--- config.mk ---
export PLATFORM = sky130hd
export DESIGN_NAME = servo_motion_sequencer
export DESIGN_NICKNAME = d
export VERILOG_FILES = /design/src/rtl/servo_pkg.sv /design/src/rtl/servo_frame_timer.sv /design/src/rtl/servo_motion_sequencer.sv
export SDC_FILE = /design/constraint.sdc
export NUM_CORES = 1
export LEC_CHECK = 0
export ABC_AREA = 1
export BUFFER_PORTS_ARGS = -buffer_cell sky130_fd_sc_hd__buf_2
export CAP_MARGIN = 20
export CORE_MARGIN = 1.5
export CORE_UTILIZATION = 60
export DETAILED_ROUTE_END_ITERATION = 16
export PLACE_DENSITY_LB_ADDON = 0.2
export SKIP_CTS_REPAIR_TIMING = 1
export SYNTH_ARGS = -nofsm -noshare
export SYNTH_HDL_FRONTEND = slang
export SYNTH_SLANG_ARGS = --single-unit
--- constraint.sdc ---
create_clock -name clk -period 5 [get_ports clk]
set_input_delay 0.25 -clock clk [delete_from_list [all_inputs] [get_ports clk]]
set_output_delay 0.25 -clock clk [all_outputs]
set_load 0.01 [all_outputs]
--- src/rtl/servo_pkg.sv ---
// Shared types, defaults and the per-channel slew helper for the servo motion sequencer.
package servo_pkg;

   typedef logic [7:0] angle_t;

   typedef enum logic [2:0] {
      INIT      = 3'd0,
      IDLE      = 3'd1,
      MOVE      = 3'd2,
      STEP_CALC = 3'd3,
      LOAD      = 3'd4
   } seq_state_t;

   localparam int     SERVO_CHANNELS    = 4;
   localparam angle_t DEFAULT_CENTER    = 8'd90;
   localparam angle_t DEFAULT_MAX_ANGLE = 8'd180;

   // Move cur toward tgt by at most step; the 9-bit signed difference keeps 0..255 from wrapping.
   function automatic angle_t slew_step(input angle_t cur, input angle_t tgt, input angle_t step);
      logic signed [8:0] diff_s;
      logic signed [8:0] step_s;
      diff_s = $signed({1'b0, tgt}) - $signed({1'b0, cur});
      step_s = $signed({1'b0, step});
      if (diff_s > step_s) begin
         slew_step = cur + step;
      end else if (diff_s < -step_s) begin
         slew_step = cur - step;
      end else begin
         slew_step = tgt;
      end
   endfunction

endpackage

--- src/rtl/servo_frame_timer.sv ---
// Free-running servo frame counter; frame_tick is high on the last cycle of every frame.
module servo_frame_timer #(
   parameter int FRAME_CYCLES = 1000000
) (
   input  logic clk,
   input  logic rst_n,
   output logic frame_tick
);

   localparam int            CW         = $clog2(FRAME_CYCLES);
   localparam logic [CW-1:0] LAST_COUNT = CW'(FRAME_CYCLES - 1);
   localparam logic [CW-1:0] PRE_COUNT  = CW'(FRAME_CYCLES - 2);

   logic [CW-1:0] count_r;
   logic          tick_r;

   // Count 0..FRAME_CYCLES-1; the tick is registered one count early so it lines up with LAST_COUNT.
   always_ff @(posedge clk or negedge rst_n) begin
      if (!rst_n) begin
         count_r <= {CW{1'b0}};
         tick_r  <= 1'b0;
      end else begin
         if (count_r == LAST_COUNT) begin
            count_r <= {CW{1'b0}};
         end else begin
            count_r <= count_r + CW'(1);
         end
         tick_r <= (count_r == PRE_COUNT);
      end
   end

   assign frame_tick = tick_r;

endmodule

--- src/rtl/servo_motion_sequencer.sv ---
// Slews four servo angles toward commanded targets once per frame and strobes the PWM block.
// Optional feature: define SERVO_IDLE_REFRESH_EN to re-issue nextangle every frame while idle.
module servo_motion_sequencer
   import servo_pkg::*;
#(
   parameter int         FRAME_CYCLES = 1000000,
   parameter logic [7:0] STEP         = 8'd2,
   parameter logic [7:0] CENTER       = DEFAULT_CENTER,
   parameter logic [7:0] MAX_ANGLE    = DEFAULT_MAX_ANGLE
) (
   input  logic        clk,
   input  logic        rst_n,
   input  logic        cmd_valid,
   output logic        cmd_ready,
   input  logic [31:0] cmd_target,
   output logic [7:0]  angle1,
   output logic [7:0]  angle2,
   output logic [7:0]  angle3,
   output logic [7:0]  angle4,
   output logic        nextangle,
   output logic        busy,
   output logic        frame_tick
);

   angle_t [SERVO_CHANNELS-1:0] cur_r;
   angle_t [SERVO_CHANNELS-1:0] tgt_r;
   angle_t [SERVO_CHANNELS-1:0] cur_next_s;
   angle_t [SERVO_CHANNELS-1:0] tgt_next_s;
   seq_state_t                  state_r;
   logic                        frame_tick_s;
   logic                        accept_s;
   logic                        diff_s;
   logic                        nextangle_r;
   logic                        cmd_ready_r;
   logic                        busy_r;

   servo_frame_timer #(.FRAME_CYCLES(FRAME_CYCLES)) u_timer (
      .clk        (clk),
      .rst_n      (rst_n),
      .frame_tick (frame_tick_s)
   );

   // Next targets (clamped on accept), next angles (slewed in STEP_CALC) and whether any channel still differs.
   always_comb begin
      accept_s   = cmd_valid & cmd_ready_r;
      tgt_next_s = tgt_r;
      cur_next_s = cur_r;
      diff_s     = 1'b0;
      for (int ch = 0; ch < SERVO_CHANNELS; ch++) begin
         if (accept_s) begin
            if (cmd_target[ch*8 +: 8] > MAX_ANGLE) begin
               tgt_next_s[ch] = MAX_ANGLE;
            end else begin
               tgt_next_s[ch] = cmd_target[ch*8 +: 8];
            end
         end else begin
            tgt_next_s[ch] = tgt_r[ch];
         end
         if (state_r == STEP_CALC) begin
            cur_next_s[ch] = slew_step(cur_r[ch], tgt_r[ch], STEP);
         end else begin
            cur_next_s[ch] = cur_r[ch];
         end
         diff_s = diff_s | (cur_next_s[ch] != tgt_next_s[ch]);
      end
   end

   // Sequencer FSM; ready and strobe are registered together with the state they belong to.
   always_ff @(posedge clk or negedge rst_n) begin
      if (!rst_n) begin
         state_r     <= INIT;
         cur_r       <= {SERVO_CHANNELS{CENTER}};
         tgt_r       <= {SERVO_CHANNELS{CENTER}};
         nextangle_r <= 1'b0;
         cmd_ready_r <= 1'b0;
         busy_r      <= 1'b0;
      end else begin
         cur_r       <= cur_next_s;
         tgt_r       <= tgt_next_s;
         busy_r      <= diff_s;
         nextangle_r <= 1'b0;
         cmd_ready_r <= 1'b0;
         case (state_r)
            INIT: begin
               if (frame_tick_s) begin
                  state_r     <= LOAD;
                  nextangle_r <= 1'b1;
               end else begin
                  state_r <= INIT;
               end
            end
            IDLE: begin
`ifdef SERVO_IDLE_REFRESH_EN
               if (frame_tick_s && diff_s) begin
                  state_r <= STEP_CALC;
               end else if (frame_tick_s) begin
                  state_r     <= LOAD;
                  nextangle_r <= 1'b1;
               end else if (diff_s) begin
                  state_r     <= MOVE;
                  cmd_ready_r <= 1'b1;
               end else begin
                  state_r     <= IDLE;
                  cmd_ready_r <= 1'b1;
               end
`else
               if (diff_s) begin
                  state_r     <= MOVE;
                  cmd_ready_r <= 1'b1;
               end else begin
                  state_r     <= IDLE;
                  cmd_ready_r <= 1'b1;
               end
`endif
            end
            MOVE: begin
               // A retarget that lands exactly on the current angles ends the move without a strobe.
               if (!diff_s) begin
                  state_r     <= IDLE;
                  cmd_ready_r <= 1'b1;
               end else if (frame_tick_s) begin
                  state_r <= STEP_CALC;
               end else begin
                  state_r     <= MOVE;
                  cmd_ready_r <= 1'b1;
               end
            end
            STEP_CALC: begin
               state_r     <= LOAD;
               nextangle_r <= 1'b1;
            end
            LOAD: begin
               if (busy_r) begin
                  state_r <= MOVE;
               end else begin
                  state_r <= IDLE;
               end
               cmd_ready_r <= 1'b1;
            end
            default: begin
               state_r <= INIT;
            end
         endcase
      end
   end

   assign angle1     = cur_r[0];
   assign angle2     = cur_r[1];
   assign angle3     = cur_r[2];
   assign angle4     = cur_r[3];
   assign nextangle  = nextangle_r;
   assign cmd_ready  = cmd_ready_r;
   assign busy       = busy_r;
   assign frame_tick = frame_tick_s;

endmodule
==> impl_metrics.toml, run 1 <==
[sta]
fin_crit_ns = 3.470
slew_violations = 0
worst_slew_pin_slew_ns = 0.9315
tns_ns = 0
clock.fmax_ghz = 0.2882
skew_ns = 0.007723
rsz0062_at_grt = "false"
hold_viol = 0
setup_viol = 0
setup_ws_ns = 1.530
layout_worst_path_cycle_share_pct = 69.40
max-slew-margin-rel_pct = 37.42

[logic_synthesis]
yosysSeqAreaShare_pct = 28.80
ys.flop_type = "dfrtp_1"
syn_inst = 1254
yosys_warnings = 0
synth_area_um2 = 8045
synth_top_area_share_pct = 18.35
synthTopCellsByArea = "dfrtp_1 (18%), nand2_1 (17%), inv_1 (11%), dfstp_2 (10%), nand3_1 (9.0%)"
yosysUniqueCellTypes = 43
synth_area_per_cell_um2 = 6.416
yosysTopAreaCell = "dfrtp_1"
synthesis.nets = 1335
synth_seq_cells = 91
ys_async_sr_fraction_pct = 100.0
synth-edff-count = 0

[cells_and_area]
final_cell_mix = "nand2_1 (367), inv_1 (226), nand3_1 (144)"
nNetsFinal = 1403
syn_to_final_growth_pct = 10.68
antenna_cells = 0
utilization_pct = 67.78
layout-drive-gt1-share_pct = 13.41
layout_commonest_cell = "nand2_1"

[route]
drc = 0
route.vias.total = 7883
drt-vias-per-instance = 5.245
first_pass_iters = 5
first_iter_violations = 542
avgRoutedWirePerCell_um = 12.93
postRouteAntennaNets = 0
wl_um = 19440

[worst_setup_path]
cp_max_fo = 7
rrSetupSlack_ns = 1.53
crit_arrival_ns = 3.76
r2r-start = "angle3[3]"
worst-setup-path-type = "reg -> reg"
cp-start-kind = "flip-flop"
reg2reg_depth = 25
r2r-end = "cmd_ready"
required_ns = 5.29
critical_path.endpoint_type = "flip-flop"

[global_route]
grt_busiest_layer = "met2"
use_met1_pct = 39.96
grt_antenna_before_repair = 0
use_met2_pct = 46.04
grt.total_usage_pct = 29.07
global_route.usage.met3_pct = 4.199
first_global_vias = 7382
grt_max_degree = 70
grt-ovfl-total = 0
grt_pass1_wl_um = 33570

[cts]
worstSkewPairLatency_ns = 0.36
clk_pin_slew_ns = 0.07
cts_root_buffer = "clkbuf_16"
cts_htree_levels = 3
cts_inserted_buffers = 9
cts_buffer_depth = 2
cts_tree = "built"
cts_sinks = 91

[hold_path]
worstHoldStart = "cmd_target[22]"
worst_hold_path_type = "in -> reg"
holdPathStages = 3
holdPathEnd = "tgt_r[22]"

[floorplan]
start_util_pct = 61.24
core-area_um2 = 13140
ioPinCount = 71
die_width_um = 118.8
rows = 42
die_h_um = 118.8
die_area_um2 = 14110

[power_and_ir_drop]
leakage_nw = 5.129
vdd_drop_max_mv = 0.1961
p_per_area_nw_per_um2 = 220.4

[flow_run]
cap_violations = 0

[run_status]
outcome = "complete, no violations"

[placed_design]
gp_congestion = 0.8817
dp_slack_ns = 1.596
numPortBuffers = 70
dp_hpwl_um = 15080
## flip-flops by register name, summed over array words and instances (netlist names)
register,cells
tgt_r,32
busy,1
angle4,8
angle1,8
angle3,8
u_timer.frame_tick,1
u_timer.count_r,20
cmd_ready,1
angle2,8
nextangle,1
state_r,3
## synthesized netlist by cell type (6+ instances only)
cell and count:
clkbuf_1 17, o21ai_0 24, nand3b_1 17, dfstp_2 32, inv_1 226, inv_2 10, o21bai_1 6, nand2_2 16
a211oi_1 6, nor2_1 111, a21oi_1 23, dfrtp_1 59, nand4_1 17, nand3_1 144, nand2_4 8, ha_1 44
xor2_1 37, nand2_1 367, a31oi_1 20, nor3_1 22
## stage by stage
step	hold WS (ns)	power, mW	area, um^2	cells
final	0.1636	1.962	8905	1503
after global routing	0.1909	2.077	8905	1503
after CTS	-0.2245	1.973	8895	1502
after detailed placement	0.1595	1.263	8589	1486
after global placement	0.1536	1.254	8589	1486
after floorplan	-0.04559	1.145	8045	1254
## cell families after synthesis
| group | after synthesis | share of synthesized area [%] |
|---|---|---|
| adder cells (fa/ha/maj) | 46 | 7.341 |
| buffers and inverters | 258 | 12.07 |
| XOR/XNOR | 41 | 4.463 |
| flip-flops | 91 | 28.80 |
| AO/OA/AOI/OAI | 98 | 7.527 |
| AND/OR/NAND/NOR | 720 | 39.80 |
## area by class of cell
type,count,area [um^2]
Timing Repair Buffer,76,400.4
Tap cell,176,220.2
Inverter,239,898.4
Multi-Input combinational cell,905,4763
Clock inverter,7,80.08
Fill cell,1182,4233
Clock buffer,9,225.2
Sequential cell,91,2317
## report_power, final
part,internal (mW),switching [mW],leakage (nW)
logic,0.159,0.301,3.90
registers,0.771,0.0245,1.08
clock network,0.394,0.312,0.143
total,1.32,0.638,5.13
## worst max path at each step
| stage | start | endpoint | slack [ns] | cells after the start |
|---|---|---|---|---|
| 3_3_place_gp | angle2[6] | cmd_ready | 1.61 | 27 |
| 4_1_cts | angle2[6] | cmd_ready | 1.55 | 25 |
| 6_report | angle3[3] | cmd_ready | 1.53 | 25 |
| 5_1_grt | angle1[4] | cmd_ready | 1.17 | 25 |
| 3_5_place_dp | angle2[6] | cmd_ready | 1.60 | 25 |
| 2_1_floorplan | angle1[4] | cmd_ready | 1.96 | 26 |
## metal layers
layer | vias up | wire [um] | share of wire (%)
met5 | - | 0 | 0
li1 | 4090 | - | -
met4 | 0 | 531 | 2.7
met1 | 3558 | 9306 | 48
met3 | 41 | 949 | 4.9
met2 | 194 | 8649 | 44
## critical path, cell delays in order (launching register included)
cell and delay [ns]:
dfstp_2 0.64, inv_1 0.11, ha_1 0.38, nand2_1 0.09, nand2_1 0.06, nand2_1 0.09
nand3_1 0.10, nand2_1 0.07, nand2_1 0.06, a21oi_2 0.26, inv_1 0.17, nand2_4 0.14
nand2_4 0.07, inv_2 0.11, nand2_1 0.07, nand2_1 0.10, nand2_2 0.06, nand2_1 0.05
nand2_1 0.05, nor2_1 0.16, nand2_1 0.10, nor2_1 0.14, nand3_2 0.14, nand2_1 0.09
nand2_1 0.05, nand2_1 0.07
(Power assumes the default switching activity.)
==> run 2, diff against run 1 <==
--- a/config.mk
+++ b/config.mk
@@ -9,7 +9,7 @@
 export BUFFER_PORTS_ARGS = -buffer_cell sky130_fd_sc_hd__buf_2
 export CAP_MARGIN = 20
 export CORE_MARGIN = 1.5
-export CORE_UTILIZATION = 60
+export CORE_UTILIZATION = 56
 export DETAILED_ROUTE_END_ITERATION = 16
 export PLACE_DENSITY_LB_ADDON = 0.2
 export SKIP_CTS_REPAIR_TIMING = 1
==> constraint.sdc (replaced) <==
create_clock -name clk -period 2.92 [get_ports clk]
set_input_delay 0.146 -clock clk [delete_from_list [all_inputs] [get_ports clk]]
set_output_delay 0.146 -clock clk [all_outputs]
set_load 0.01 [all_outputs]
==> impl_metrics.toml, run 2 (synthesis gave the netlist of run 1 again) <==
[global_route]
global_route.usage.met3_pct = 3.299
first_global_vias = 7616
grt_pass1_wl_um = 33830
use_met1_pct = 37.36
use_met2_pct = 48.65
grt_max_degree = 50
grt_antenna_before_repair = 0
grt.total_usage_pct = 28.11
grt_busiest_layer = "met2"
grt-ovfl-total = 0

[worst_setup_path]
critical_path.endpoint_type = "flip-flop"
reg2reg_depth = 25
critPathMostFrequentCell = "nand2_1"
cp-start-kind = "flip-flop"
r2r-end = "cmd_ready"
worst-setup-path-type = "reg -> reg"
r2r-start = "angle4[3]"
rrSetupSlack_ns = -0.19
crit_slowest_cell = "dfstp_2"
crit_arrival_ns = 3.40
slowest_delay_ns = 0.55
required_ns = 3.20
cp_max_fo = 6

[power_and_ir_drop]
leakage_nw = 5.893
combPwrFrac_pct = 29.4
power.share.clock_pct = 32.7
vdd_drop_max_mv = 0.2544
p_int_mw = 2.424
sw_frac_of_total_pct = 32.89
finalPower_mw = 3.612
power.switching_mw = 1.188
p_per_area_nw_per_um2 = 341.9
seq_power_share_pct = 37.9

[placed_design]
dp_hpwl_um = 16110
dp_slack_ns = -0.3739
placed_cell_area_um2 = 9529
numPortBuffers = 70
gp_congestion = 0.9554

[floorplan]
die_h_um = 122.9
die_area_um2 = 15090
core-area_um2 = 13930
start_util_pct = 57.74
ioPinCount = 71
die_width_um = 122.9
rows = 43

[cells_and_area]
fillCellCount = 1093
largest-register = "tgt_r"
utilization_pct = 75.80
nNetsFinal = 1539
reg_top3 = "tgt_r x32, u_timer.count_r x20"
antenna_cells = 0
stdcell_area_um2 = 10560
syn_to_final_growth_pct = 31.29
layout-drive-gt1-share_pct = 29.53
final_cell_mix = "nand2_1 (327), inv_1 (213), buf_4 (138)"
layout_commonest_cell = "nand2_1"
largest_reg_flops = 32

[cts]
cts_tree = "built"
cts_root_buffer = "clkbuf_16"
cts_htree_levels = 3
clk_pin_slew_ns = 0.07
worstSkewPairLatency_ns = 0.34
cts_buffer_depth = 2
cts_sinks = 91
cts_inserted_buffers = 9

[route]
drt-vias-per-instance = 5.242
first_iter_violations = 482
first_pass_iters = 5
wl_um = 22530
drc = 0
postRouteAntennaNets = 0
avgRoutedWirePerCell_um = 13.71
route.vias.total = 8612

[sta]
setup_viol = 4
clock.fmax_ghz = 0.3210
rsz0062_at_grt = "true"
slew_violations = 0
hold_viol = 0
fin_crit_ns = 3.115
skew_ns = 0.006898
max-slew-margin-rel_pct = 57.69
setup_ws_ns = -0.1949
worst_slew_pin_slew_ns = 0.6346
tns_ns = -0.5876
layout_worst_path_cycle_share_pct = 106.7

[run_status]
outcome = "complete, but fails checks"
violations = "setup timing"

[hold_path]
holdPathStages = 3
holdPathEnd = "tgt_r[22]"
worst_hold_path_type = "in -> reg"
worstHoldStart = "cmd_target[22]"

[flow_run]
cap_violations = 0
run 2: power groups by stage:
stage	clock network, mW	logic, mW	registers [mW]
after detailed placement	0	0.874	1.38
after floorplan	0	0.604	1.36
after global routing	1.27	1.18	1.37
final	1.18	1.06	1.37
after CTS	1.19	0.878	1.35
after global placement	0	0.860	1.38
run 2: layer usage:
metal | share of wire (%) | vias to the layer above
li1 | - | 4369
met1 | 44 | 3958
met2 | 49 | 245
met3 | 5.1 | 40
met4 | 1.8 | 0
met5 | 0 | -
run 2: worst max-delay path by stage:
stage	start	endpoint	slack (ns)	cells after the start
finish	angle4[3]	cmd_ready	-0.19	25
detailed placement	angle1[1]	state_r[1]	-0.37	24
CTS	angle1[1]	state_r[1]	-0.41	24
global placement	angle1[1]	cmd_ready	-0.33	25
global route	tgt_r[24]	cmd_ready	-0.41	24
floorplan	angle2[3]	cmd_ready	0.003	28
run 2: final cells by class:
type / count / area [um^2] / share of cell area [%]
Multi-Input combinational cell: 905 / 5370 / 50.84
Sequential cell: 91 / 2317 / 21.94
Timing Repair Buffer: 212 / 1454 / 13.76
Inverter: 239 / 900.9 / 8.529
Clock buffer: 11 / 232.7 / 2.203
Tap cell: 180 / 225.2 / 2.132
Clock inverter: 5 / 62.56 / 0.5923
run 2: critical path, delay by kind of cell (launching register included):
family	cells	cell delay, ns
adders and majority gates	1	0.29
buffers and inverters	3	0.26
DFF	1	0.55
and+or+nand+nor	21	1.95
run 2: through the flow:
step	cells	hold WS [ns]
after floorplan	1254	-0.1496
after global placement	1608	0.1984
after detailed placement	1608	0.2015
after CTS	1624	-0.1646
after global routing	1643	0.08465
final	1643	0.08715
==> run 3, diff against run 2 <==
--- a/config.mk
+++ b/config.mk
@@ -9,8 +9,9 @@
 export BUFFER_PORTS_ARGS = -buffer_cell sky130_fd_sc_hd__buf_2
 export CAP_MARGIN = 20
 export CORE_MARGIN = 1.5
-export CORE_UTILIZATION = 56
+export CORE_UTILIZATION = 60
 export DETAILED_ROUTE_END_ITERATION = 16
+export MAX_ROUTING_LAYER = met4
 export PLACE_DENSITY_LB_ADDON = 0.2
 export SKIP_CTS_REPAIR_TIMING = 1
 export SYNTH_ARGS = -nofsm -noshare
==> constraint.sdc (replaced) <==
create_clock -name clk -period 3.8 [get_ports clk]
set_input_delay 0.57 -clock clk [delete_from_list [all_inputs] [get_ports clk]]
set_output_delay 0.57 -clock clk [all_outputs]
set_load 0.01 [all_outputs]
==> impl_metrics.toml, run 3 (synthesis gave the netlist of run 1 again) <==
[cells_and_area]
largest-register = "tgt_r"
nNetsFinal = 1404
antenna_cells = 0
layout-drive-gt1-share_pct = 13.55
reg_top3 = "tgt_r x32, u_timer.count_r x20"
largest_reg_flops = 32
utilization_pct = 67.80
syn_to_final_growth_pct = 10.72
layout_commonest_cell = "nand2_1"
final_cell_mix = "nand2_1 (367), inv_1 (226), nand3_1 (144)"

[power_and_ir_drop]
combPwrFrac_pct = 24.1
p_int_mw = 1.706
p_per_area_nw_per_um2 = 283.2
leakage_nw = 5.133
vdd_drop_max_mv = 0.2233
seq_power_share_pct = 41.5
power.switching_mw = 0.8170
sw_frac_of_total_pct = 32.39
power.share.clock_pct = 34.4

[route]
wl_um = 19730
first_iter_violations = 572
drt-vias-per-instance = 5.335
drc = 0
route.vias.total = 8024
avgRoutedWirePerCell_um = 13.12
postRouteAntennaNets = 0
first_pass_iters = 6

[sta]
fin_crit_ns = 3.512
hold_viol = 0
layout_worst_path_cycle_share_pct = 92.42
slew_violations = 0
setup_viol = 0
rsz0062_at_grt = "false"
max-slew-margin-rel_pct = 36.99
skew_ns = 0.01229
clock.fmax_ghz = 0.2847
worst_slew_pin_slew_ns = 0.9380
tns_ns = 0

[worst_setup_path]
r2r-start = "angle1[4]"
cp_max_fo = 7
reg2reg_depth = 25
cp-start-kind = "flip-flop"
worst-setup-path-type = "reg -> reg"
critical_path.endpoint_type = "flip-flop"
required_ns = 4.09
rrSetupSlack_ns = 0.29
r2r-end = "cmd_ready"
crit_arrival_ns = 3.80

[cts]
worstSkewPairLatency_ns = 0.35
cts_root_buffer = "clkbuf_16"
cts_buffer_depth = 2
cts_sinks = 91
clk_pin_slew_ns = 0.06
cts_tree = "built"
cts_inserted_buffers = 9
cts_htree_levels = 3

[global_route]
grt-ovfl-total = 0
grt_antenna_before_repair = 0
grt.total_usage_pct = 29.65
first_global_vias = 7353
grt_max_degree = 69
grt_pass1_wl_um = 33370

[run_status]
outcome = "complete, no violations"

[floorplan]
core-area_um2 = 13140
rows = 42
die_width_um = 118.8
ioPinCount = 71
die_area_um2 = 14110
start_util_pct = 61.24
die_h_um = 118.8

[placed_design]
numPortBuffers = 70
dp_hpwl_um = 15290
gp_congestion = 0.9319

[hold_path]
worst_hold_path_type = "in -> async"

[flow_run]
cap_violations = 0
run 3: cell count changes in the layout (fill, tap and decap cells not counted), sizes merged:
cell / previous run / this run
buf: 211 / 77
clkinv: 3 / 6
inv: 238 / 236
bufinv: 1 / 0
dlygate4sd3: 1 / 0
run 3: metal layers:
metal	part of all wire [%]	GRT usage (%)	vias to the layer above
met1	46	38.92	3660
met4	2.0	8.509	0
li1	-	-	4091
met2	46	47.86	236
met5	0	-	-
met3	5.6	4.585	37
run 3: per-stage QoR:
step / hold slack, ns / setup WS [ns] / power [mW] / instance area, um^2 / cells
finish: 0.3250 / 0.2881 / 2.523 / 8907 / 1504
global route: 0.3928 / 0.01282 / 2.666 / 8907 / 1504
CTS: 0.3509 / 0.3147 / 2.532 / 8907 / 1504
detailed placement: 0.4923 / 0.3769 / 1.664 / 8617 / 1488
global placement: 0.4853 / 0.4128 / 1.652 / 8617 / 1488
floorplan: 0.2744 / 0.7574 / 1.507 / 8045 / 1254
run 3: power groups by stage:
| stage | Combinational (mW) | Clock (mW) | Sequential (mW) |
|---|---|---|---|
| detailed placement | 0.602 | 0 | 1.06 |
| global placement | 0.590 | 0 | 1.06 |
| finish | 0.609 | 0.867 | 1.05 |
| global route | 0.700 | 0.916 | 1.05 |
| CTS | 0.606 | 0.881 | 1.05 |
| floorplan | 0.459 | 0 | 1.05 |
run 3: critical path, cell delays in order (launching register included):
cell,delay (ns)
dfstp_2,0.62
inv_1,0.10
ha_1,0.38
nand2_1,0.09
nand2_1,0.08
a21oi_2,0.19
nand2_2,0.11
nand2_1,0.07
nand2_1,0.05
nor2_1,0.14
nand2_1,0.15
nand2_2,0.18
nand2_2,0.09
inv_2,0.06
nand3_1,0.08
nand2_1,0.11
nand2_1,0.06
nand2_1,0.07
nand3_1,0.06
nor2_1,0.11
nand2_1,0.06
nor2_1,0.18
nand3_2,0.16
nand2_1,0.10
nand2_1,0.05
nand2_1,0.06
run 3: final cells by class:
| type | instances | area, um^2 |
|---|---|---|
| Clock buffer | 11 | 252.7 |
| Clock inverter | 5 | 37.54 |
| Fill cell | 1231 | 4230 |
| Inverter | 239 | 898.4 |
| Multi-Input combinational cell | 905 | 4763 |
| Sequential cell | 91 | 2317 |
| Tap cell | 176 | 220.2 |
| Timing Repair Buffer | 77 | 417.9 |
run 3: worst max-delay path by stage:
stage              start         to  cells past startpoint
2_1_floorplan  angle1[4]  cmd_ready                     26
3_3_place_gp   angle2[6]  cmd_ready                     27
3_5_place_dp   angle1[4]  cmd_ready                     25
4_1_cts        angle2[6]  cmd_ready                     27
5_1_grt        angle1[4]  cmd_ready                     25
6_report       angle1[4]  cmd_ready                     25
